File: src/rtl/wb_pkg.sv
// Shared types and limits for the register-file writeback unit.
package wb_pkg;

  localparam int XLEN_D       = 32;
  localparam int NREG_D       = 32;
  localparam int AW_D         = $clog2(NREG_D);
  localparam int CALC_LAT_MAX = 7;

  typedef enum logic [0:0] {
    IDLE     = 1'b0,
    LOADWAIT = 1'b1
  } wb_state_e;

  typedef struct packed {
    logic [AW_D-1:0]   addr;
    logic [XLEN_D-1:0] data;
  } wb_req_t;

endpackage

File: src/rtl/wb_delay_line.sv
// Fixed-latency valid+payload shift pipe, LAT register stages (LAT=0 is a wire).
// No backpressure: every accepted entry emerges exactly LAT cycles later.
module wb_delay_line
  import wb_pkg::*;
#(
  parameter int  LAT = 1,
  parameter type T   = wb_req_t
) (
  input  logic clk,
  input  logic rstn,
  input  logic vld_i,
  input  T     dat_i,
  output logic vld_o,
  output T     dat_o,
  output logic busy_o
);

  if (LAT == 0) begin : g_wire
    assign vld_o  = vld_i;
    assign dat_o  = dat_i;
    assign busy_o = 1'b0;
  end else begin : g_pipe
    logic [LAT-1:0] vld_q;
    T               dat_q [LAT];

    always_ff @(posedge clk) begin
      if (!rstn) begin
        vld_q <= '0;
        for (int i = 0; i < LAT; i++) dat_q[i] <= '0;
      end else begin
        vld_q[0] <= vld_i;
        dat_q[0] <= dat_i;
        for (int i = 1; i < LAT; i++) begin
          vld_q[i] <= vld_q[i-1];
          dat_q[i] <= dat_q[i-1];
        end
      end
    end

    assign vld_o  = vld_q[LAT-1];
    assign dat_o  = dat_q[LAT-1];
    assign busy_o = |vld_q;
  end

endmodule

File: src/rtl/regfile_writeback.sv
// NREG x XLEN register file committing compute (CALC_LAT cycles) and load results, one write per cycle.
// Load wins the write port; a colliding compute entry waits one cycle in a skid buffer. Optional WB_SCOREBOARD_EN adds pending bits.
module regfile_writeback
  import wb_pkg::*;
#(
  parameter int XLEN     = 32,
  parameter int NREG     = 32,
  parameter int CALC_LAT = 1,
  parameter int ZERO_REG = 1
) (
  input  logic                     clk,
  input  logic                     rstn,
  input  logic                     calc_valid,
  input  logic [$clog2(NREG)-1:0]  calc_addr,
  input  logic [XLEN-1:0]          calc_data,
  input  logic                     ld_valid,
  input  logic [$clog2(NREG)-1:0]  ld_addr,
  input  logic                     load_finish,
  input  logic [XLEN-1:0]          rdata,
  output logic [NREG*XLEN-1:0]     regs,
  output logic                     wr_finish,
  output logic                     busy
`ifdef WB_SCOREBOARD_EN
  ,
  output logic [NREG-1:0]          pending
`endif
);

  localparam int AW  = $clog2(NREG);
  localparam int LAT = (CALC_LAT > CALC_LAT_MAX) ? CALC_LAT_MAX : CALC_LAT;

  typedef struct packed {
    logic [AW-1:0]   addr;
    logic [XLEN-1:0] data;
  } req_t;

  wb_state_e                  state_q, state_d;
  logic [AW-1:0]              ld_addr_q, ld_addr_d;
  logic [NREG-1:0][XLEN-1:0]  regs_q;
  logic                       skid_vld_q, skid_vld_d;
  req_t                       skid_q, skid_d;
  logic                       wr_finish_q;

  req_t calc_req, arr, cmt;
  logic arr_vld, dl_busy, load_commit, cmt_vld, cmt_we;

  assign calc_req.addr = calc_addr;
  assign calc_req.data = calc_data;

  wb_delay_line #(
    .LAT (LAT),
    .T   (req_t)
  ) u_delay_line (
    .clk    (clk),
    .rstn   (rstn),
    .vld_i  (calc_valid),
    .dat_i  (calc_req),
    .vld_o  (arr_vld),
    .dat_o  (arr),
    .busy_o (dl_busy)
  );

  // A second ld_valid while armed is ignored so the first destination survives.
  always_comb begin
    state_d     = state_q;
    ld_addr_d   = ld_addr_q;
    load_commit = 1'b0;
    case (state_q)
      IDLE: begin
        if (ld_valid) begin
          state_d   = LOADWAIT;
          ld_addr_d = ld_addr;
        end
      end
      LOADWAIT: begin
        if (load_finish) begin
          load_commit = 1'b1;
          state_d     = IDLE;
        end
      end
      default: state_d = IDLE;
    endcase
  end

  always_comb begin
    skid_vld_d = skid_vld_q;
    skid_d     = skid_q;
    cmt_vld    = 1'b0;
    cmt        = '0;
    if (load_commit) begin
      cmt_vld  = 1'b1;
      cmt.addr = ld_addr_q;
      cmt.data = rdata;
      if (arr_vld) begin
        skid_vld_d = 1'b1;
        skid_d     = arr;
      end
    end else if (skid_vld_q) begin
      cmt_vld    = 1'b1;
      cmt        = skid_q;
      skid_vld_d = arr_vld;
      skid_d     = arr;
    end else if (arr_vld) begin
      cmt_vld = 1'b1;
      cmt     = arr;
    end
    cmt_we = cmt_vld && !((ZERO_REG != 0) && (cmt.addr == '0));
  end

  always_ff @(posedge clk) begin
    if (!rstn) begin
      state_q     <= IDLE;
      ld_addr_q   <= '0;
      skid_vld_q  <= 1'b0;
      skid_q      <= '0;
      wr_finish_q <= 1'b0;
      regs_q      <= '0;
    end else begin
      state_q     <= state_d;
      ld_addr_q   <= ld_addr_d;
      skid_vld_q  <= skid_vld_d;
      skid_q      <= skid_d;
      wr_finish_q <= cmt_vld;
      if (cmt_we) regs_q[cmt.addr] <= cmt.data;
    end
  end

  assign regs      = regs_q;
  assign wr_finish = wr_finish_q;
  assign busy      = (state_q == LOADWAIT) || dl_busy || skid_vld_q;

`ifdef WB_SCOREBOARD_EN
  // Count rather than flag: two writes to one register can be in flight at once.
  logic [NREG-1:0][2:0] cnt_q, cnt_d;

  always_comb begin
    cnt_d = cnt_q;
    for (int i = 0; i < NREG; i++) begin
      if (!((ZERO_REG != 0) && (i == 0))) begin
        if (calc_valid && (calc_addr == AW'(i)))
          cnt_d[i] = cnt_d[i] + 3'd1;
        if ((state_q == IDLE) && ld_valid && (ld_addr == AW'(i)))
          cnt_d[i] = cnt_d[i] + 3'd1;
      end
      if (cmt_we && (cmt.addr == AW'(i)))
        cnt_d[i] = cnt_d[i] - 3'd1;
    end
  end

  always_ff @(posedge clk) begin
    if (!rstn) cnt_q <= '0;
    else       cnt_q <= cnt_d;
  end

  for (genvar g = 0; g < NREG; g++) begin : g_pend
    assign pending[g] = |cnt_q[g];
  end
`endif

endmodule

File: config.mk
export PLATFORM = sky130hd
export DESIGN_NAME = regfile_writeback
export DESIGN_NICKNAME = d
export VERILOG_FILES = /design/src/rtl/wb_pkg.sv /design/src/rtl/wb_delay_line.sv /design/src/rtl/regfile_writeback.sv
export SDC_FILE = /design/constraint.sdc
export NUM_CORES = 2
export LEC_CHECK = 0
export CAP_MARGIN = 20
export CORE_AREA = 2 2 434 436
export DETAILED_ROUTE_END_ITERATION = 12
export DIE_AREA = 0 0 436 438
export MAX_ROUTING_LAYER = met4
export PLACE_DENSITY = 0.44
export SYNTH_ARGS = -nofsm -noshare
export SYNTH_HDL_FRONTEND = slang
export SYNTH_SLANG_ARGS = --single-unit
File: constraint.sdc
create_clock -name clk -period 2.8 [get_ports clk]
set_input_delay 0.7 -clock clk [delete_from_list [all_inputs] [get_ports clk]]
set_output_delay 0.7 -clock clk [all_outputs]
set_load 0.005 [all_outputs]
Yosys cells after proc, flatten, opt, wreduce, memory -nomap -nowiden
Memories as Yosys holds them, arrays and structs flattened.
Cells that the tools add are included.
{"block": "word_totals", "register_bits": 1070, "ram_bits": 37, "inputBits": 79, "out_inout_bits": 1026, "wordCells": 78, "memories": 1}
{"memory": "u_delay_line.g_pipe.dat_q", "words": 1, "width": 37, "rd": 1, "rd_ports_with_merged_regs": 0, "wr": 1, "line": "wb_delay_line.sv:24", "text": "T dat_q [LAT];"}
{"block": "classes", "magnitude_cmp": 2, "n_eq_ne": 1, "mux": 24, "bitwise": 1, "n_reduce_logical": 10}
{"op": "bitwise mux 1024 bit", "n": 1}
{"op": "two-way mux 37 bit", "n": 7}
{"op": "demux 32 bit (select 5 bit)", "n": 1}
{"op": "OR reduction 37 bit", "n": 1}
{"op": "two-way mux 32 bit", "n": 1}
{"op": "two-way mux 1 bit", "n": 13}
{"op": "less-than comparator 5 x 6 -> 1 bit (second input constant)", "n": 1}
{"op": ">= comparator 5 x 1 -> 1 bit (second input constant)", "n": 1}
{"op": "logical NOT 5 bit", "n": 1}
{"op": "AND reduction 2 bit", "n": 2}
{"op": "logical AND 1 bit", "n": 2}
{"op": "logical OR 1 bit", "n": 2}
{"op": "inequality test 2 x 1 -> 1 bit (second input constant)", "n": 1}
{"op": "one-hot mux 1 bit (2 select lines)", "n": 1}
{"op": "nonzero test 2 bit", "n": 1}
{"op": "logical NOT 1 bit", "n": 1}
{"op": "inverter 1 bit", "n": 1}

Longest topological paths before layout
{"block": "depth", "word_depth": 8, "depth_mapped": 10, "ltp_nobuf": 5}

Modules after synthesis
Synthesis repeated with hierarchy kept, for this count alone.
{"block": "unflattened", "cells_unflattened": 3920, "hier_area_um2": 38999.9}
{"mod": "regfile_writeback", "n_inst": 1, "cells_each": 3839, "area_each_um2": 37955.2, "seq_area_each_um2": 21400.5}
{"mod": "wb_delay_line", "n_inst": 1, "cells_each": 81, "area_each_um2": 1044.8, "seq_area_each_um2": 760.7}

Worst setup path after synthesis
No wires, ideal clock.
{"block": "synth_timing", "kind": "input -> register", "start": "in load_finish", "end": "reg regs_q, in the netlist regs[714]", "setup_time_ps": 72, "arrival_ps": 2216, "required_ps": 2728, "setup_slack_ps": 512, "stages": 7, "path_buffers": 2, "cell_sequence": "nand2_1 o211ai_1 o32a_1 buf_4 a2111oi_4 buf_6 mux2i_1"}
{"block": "synth_via", "elab_chain_cells": 8, "elab_cells_between_ends": 13, "classes_between": "order compare (2); mux (7); reduce/logical (4)"}
{"item": "start: declaration", "line": "regfile_writeback.sv:18", "text": "input logic load_finish,"}
{"item": "two-way mux 1 bit (*)", "line": "regfile_writeback.sv:76", "text": "if (load_finish) begin"}
{"item": "two-way mux 1 bit (*)", "line": "regfile_writeback.sv:68", "text": "case (state_q)"}
{"item": "two-way mux 37 bit", "line": "regfile_writeback.sv:90", "text": "if (load_commit) begin"}
{"item": "less-than comparator 5 x 6 -> 1 bit (not written as such) or >= comparator 5 x 1 -> 1 bit (tied branches)", "line": "regfile_writeback.sv:124", "text": "if (cmt_we) regs_q[cmt.addr] <= cmt.data;"}
{"item": "logical AND 1 bit (not written as such)", "line": "regfile_writeback.sv:124"}
{"item": "two-way mux 32 bit (not written as such)", "line": "regfile_writeback.sv:124"}
{"item": "demux 32 bit (select 5 bit)", "line": "regfile_writeback.sv:124"}
{"item": "bitwise mux 1024 bit", "line": "regfile_writeback.sv:124"}
{"item": "end signal: indexed assignment", "line": "regfile_writeback.sv:124"}
{"item": "end: declaration", "line": "regfile_writeback.sv:39", "text": "logic [NREG-1:0][XLEN-1:0] regs_q;"}
Mark *: on every way between the ends. The rest lies on a longest branch, timed or not.
A chain may end at the register's enable or synchronous reset.

Final worst setup path
{"block": "layout_timing", "start": "reg regs_q, in the netlist regs[61]", "end": "out regs[61]"}
{"item": "end: declaration", "line": "regfile_writeback.sv:20", "text": "output logic [NREG*XLEN-1:0] regs,"}
No word-level cell between the ends.

==> results.md <==
- # nets final: 5111
- EDFF count, synth: 0
- Chip height: about 440 µm
- WP buf/inv: 1
- Rel. slew slack: 52.7%
- Root buf cell: clkbuf_16
- Area grow syn2layout: 54.3%
- Worst clock skew: 0.0283 ns
- Worst hold slack: 0.373 ns
- Finished Layout Cells: roughly 7600
- Worst-path fanout max: 2
- Mapped cell area: 0.0388 mm²
- DR DRC count: 0
- Fin util: 32.1%
- Via count: 33000
- R2r setup slk: 0.38 ns
- Detailed placer's ending HPWL: 142 mm
- Seq/Total Area, Yosys: 57.1%
- Largest net degree at the start of global routing: 86
- Overall Power: 35.3 mW
- Count of cell types in the netlist: 45
- Vias in the first global route: about 32000
- Initial Util: 20.8%
- CTS tree: yes
- # hold bufs at CTS: 0
- Minimum clock period: 2.55 ns
- Routed Antenna Nets: 0
- Unrepaired setup endpoints after global routing: no
- Final setup viols: 0
- Clock latency at the later pin of the worst-skew pair: 0.80 ns
- Placer congestion estimate: 0.817
- Core area: roughly 0.19 mm²
- CP delay by family, top: buffers and inverters
- Seq cells post-synth: ~1100
- Outcome: completed
- CP Data Arrival Time: 1.85 ns
- Maximum VDD drop: 0.366 mV
- Hold Path Class: input pin to flop
- Routed vias/inst: between 4 and 5
- Crit end category: output pin
- Drt first pass iters: 5
- Starting DRT DRC Count: slightly below 2000
- Syn Nets: 3983
- Row count: 159
- Worst setup SP type: flop
- Pleak: 21.0 nW
- IO Pins: roughly 1100
- Initial antenna violation count: 27
- DP Worst Slack: -0.338 ns
- Final WS setup: 0.254 ns
- Cell breakdown of the critical path: clkdlybuf4s50_1
- Fillers: 19300
- H-tree levels: 4
- Max_cap viols: 0
- Fin. max-slew vios: 0
- Fmax: 393 MHz
- Syn Area/Cell: around 9.9 µm²
- Placed Cells: around 7400
- Crit path max-delay cell type: clkdlybuf4s50_1
- Clock transition at path regs: 0.06 ns
- Worst Tran Pin Value: 0.707 ns
- Worst Path Class, Setup: flop to output pin
- Die Area: 0.191 mm²
- CP max stage delay: ~0.60 ns
- Share of layout cells above drive strength 1: between 10% and 20%
- Die width: around 440 µm
- Syn Inst Count: 3904
- Final hold vios: 0
- Required @ worst endpoint: 2.10 ns
- TritonCTS buffer count: 134
- Bufs on Longest Clock Path: 3
- Tcrit/Tclk final: 90.9%
- Pwr/cell area: 589 mW/mm²
- Port Buffers: around 1100
- First-pass GRT wire length: 268 mm
- Clock tree sinks: 1107
- Syn. warnings: 0
- Routed wire per std cell: 25.9 µm
- Async set-reset flop share out of synthesis: 0%
- Total GRT Usage: 20.5%
- Synth Flop Type: dfxtp_1
- Total gr overflow: 0
- Routed WL: 198 mm
-- worst reg2reg max path: stages, from the launching register on --
cell	delay [ns]
dfxtp_4	0.35
buf_4	0.21
buf_4	0.24
nand2_1	0.16
and3_1	0.29
buf_12	0.17
a2111oi_4	0.36
buf_12	0.31
mux2i_1	0.28
-- power breakdown --
group | switching [mW] | internal [mW]
registers | 0.0525 | 15.8
logic | 1.17 | 0.634
clock network | 7.30 | 10.3
total | 8.53 | 26.8
-- state kept, by name, summed over array words and instances (netlist names) --
| signal | count |
|---|---|
| u_delay_line.g_pipe.dat_q | 37 |
| u_delay_line.busy_o | 1 |
| skid_vld_q | 1 |
| wr_finish | 1 |
| ld_addr_q | 5 |
| regs | 1024 |
| skid_q | 37 |
| state_q | 1 |
-- layout make-up --
class,instances,area (µm²),area share (%)
tap,2495,3120,5.21
clock inverter,31,319,0.533
antenna,12,30.0,0.0502
clock buffer,203,4070,6.80
timing repair buffer,1393,15100,25.2
multi-input combinational,2394,15100,25.1
inverter,2,7.51,0.0125
sequential,1107,22200,37.0
-- per-stage QoR --
stage | setup TNS [ns] | instance area (µm²)
floorplan | 0 | 38800
global placement | -33.97 | 55400
detailed placement | -35.81 | 55400
CTS | 0 | 59800
global route | 0 | 59900
finish | 0 | 59900
-- Yosys cell counts, types with 2 or more instances --
library cell / n / area (µm²)
nand3b_1: 3 / 22.5
nor4_1: 3 / 18.8
buf_1: 29 / 109
and3_1: 4 / 25.0
a21oi_1: 3 / 15.0
o32ai_4: 2 / 55.1
clkbuf_1: 251 / 942
a22oi_1: 3 / 22.5
nand2_1: 730 / 2740
buf_2: 71 / 355
nor2b_1: 9 / 56.3
buf_4: 42 / 315
a32oi_2: 11 / 179
and2_1: 73 / 457
o21ai_0: 354 / 1770
nand2b_1: 49 / 307
o32a_1: 2 / 20.0
a2111oi_4: 2 / 55.1
o211ai_1: 35 / 263
buf_6: 8 / 90.1
nor2_4: 4 / 45.0
inv_1: 2 / 7.51
nor2_1: 12 / 45.0
mux2i_1: 556 / 5570
dfxtp_1: 1107 / 22200
a22o_1: 3 / 26.3
a221o_1: 32 / 320
a21boi_0: 38 / 285
a31oi_1: 2 / 12.5
nor2_2: 6 / 37.5
nand3_1: 357 / 1790
o22ai_1: 88 / 551
-- final timing paths --
path | cells after the start | from | endpoint
min | 2 | rstn | skid_q[7]$_SDFFE_PN0P_
min reg2reg | 2 | regs[724]$_SDFFE_PN0P_ | regs[724]$_SDFFE_PN0P_
max | 1 | regs[61]$_SDFFE_PN0P_ | regs[61]
max reg2reg | 8 | skid_vld_q$_SDFFE_PN0P_ | regs[642]$_SDFFE_PN0P_
-- logic make-up after synthesis --
group                  Yosys count  synth area share, %
and+or+nand+nor               1255                 14.4
muxes                          556                 14.3
DFF                           1107                 57.1
buffers and inverters          403                 4.69
AOI/OAI and AO/OA              583                 9.48
-- layer usage --
layer	GRT usage, %	wire length, µm	vias up
met2	36.7	103000	967
met4	6.65	6500	0
met3	4.95	10900	265
met1	22.2	77400	16100
met5	-	0	-
li1	-	-	15600
-- repair_timing --
action	CTS	global route
buffers inserted	3	0
endpoints found under the setup margin	1	0
resized for setup	5	0
-- cells in the final DEF (no fill, tap or decap), types with 30 or more instances in the layout --
cell type        netlist  final
nand2_1              730    727
clkbuf_8               0     33
a221o_1               32     32
dfxtp_1             1107   1105
and2_1                73     73
clkbuf_1             251     30
o21ai_0              354    354
clkdlybuf4s50_1        0   1102
mux2i_1              556    556
nand2b_1              49     47
buf_4                 42    139
o211ai_1              35     35
clkbuf_16              0    140
o22ai_1               88     88
nand3_1              357    357
buf_12                 0    150
a21boi_0              38     38
(Power assumes the default switching activity.)
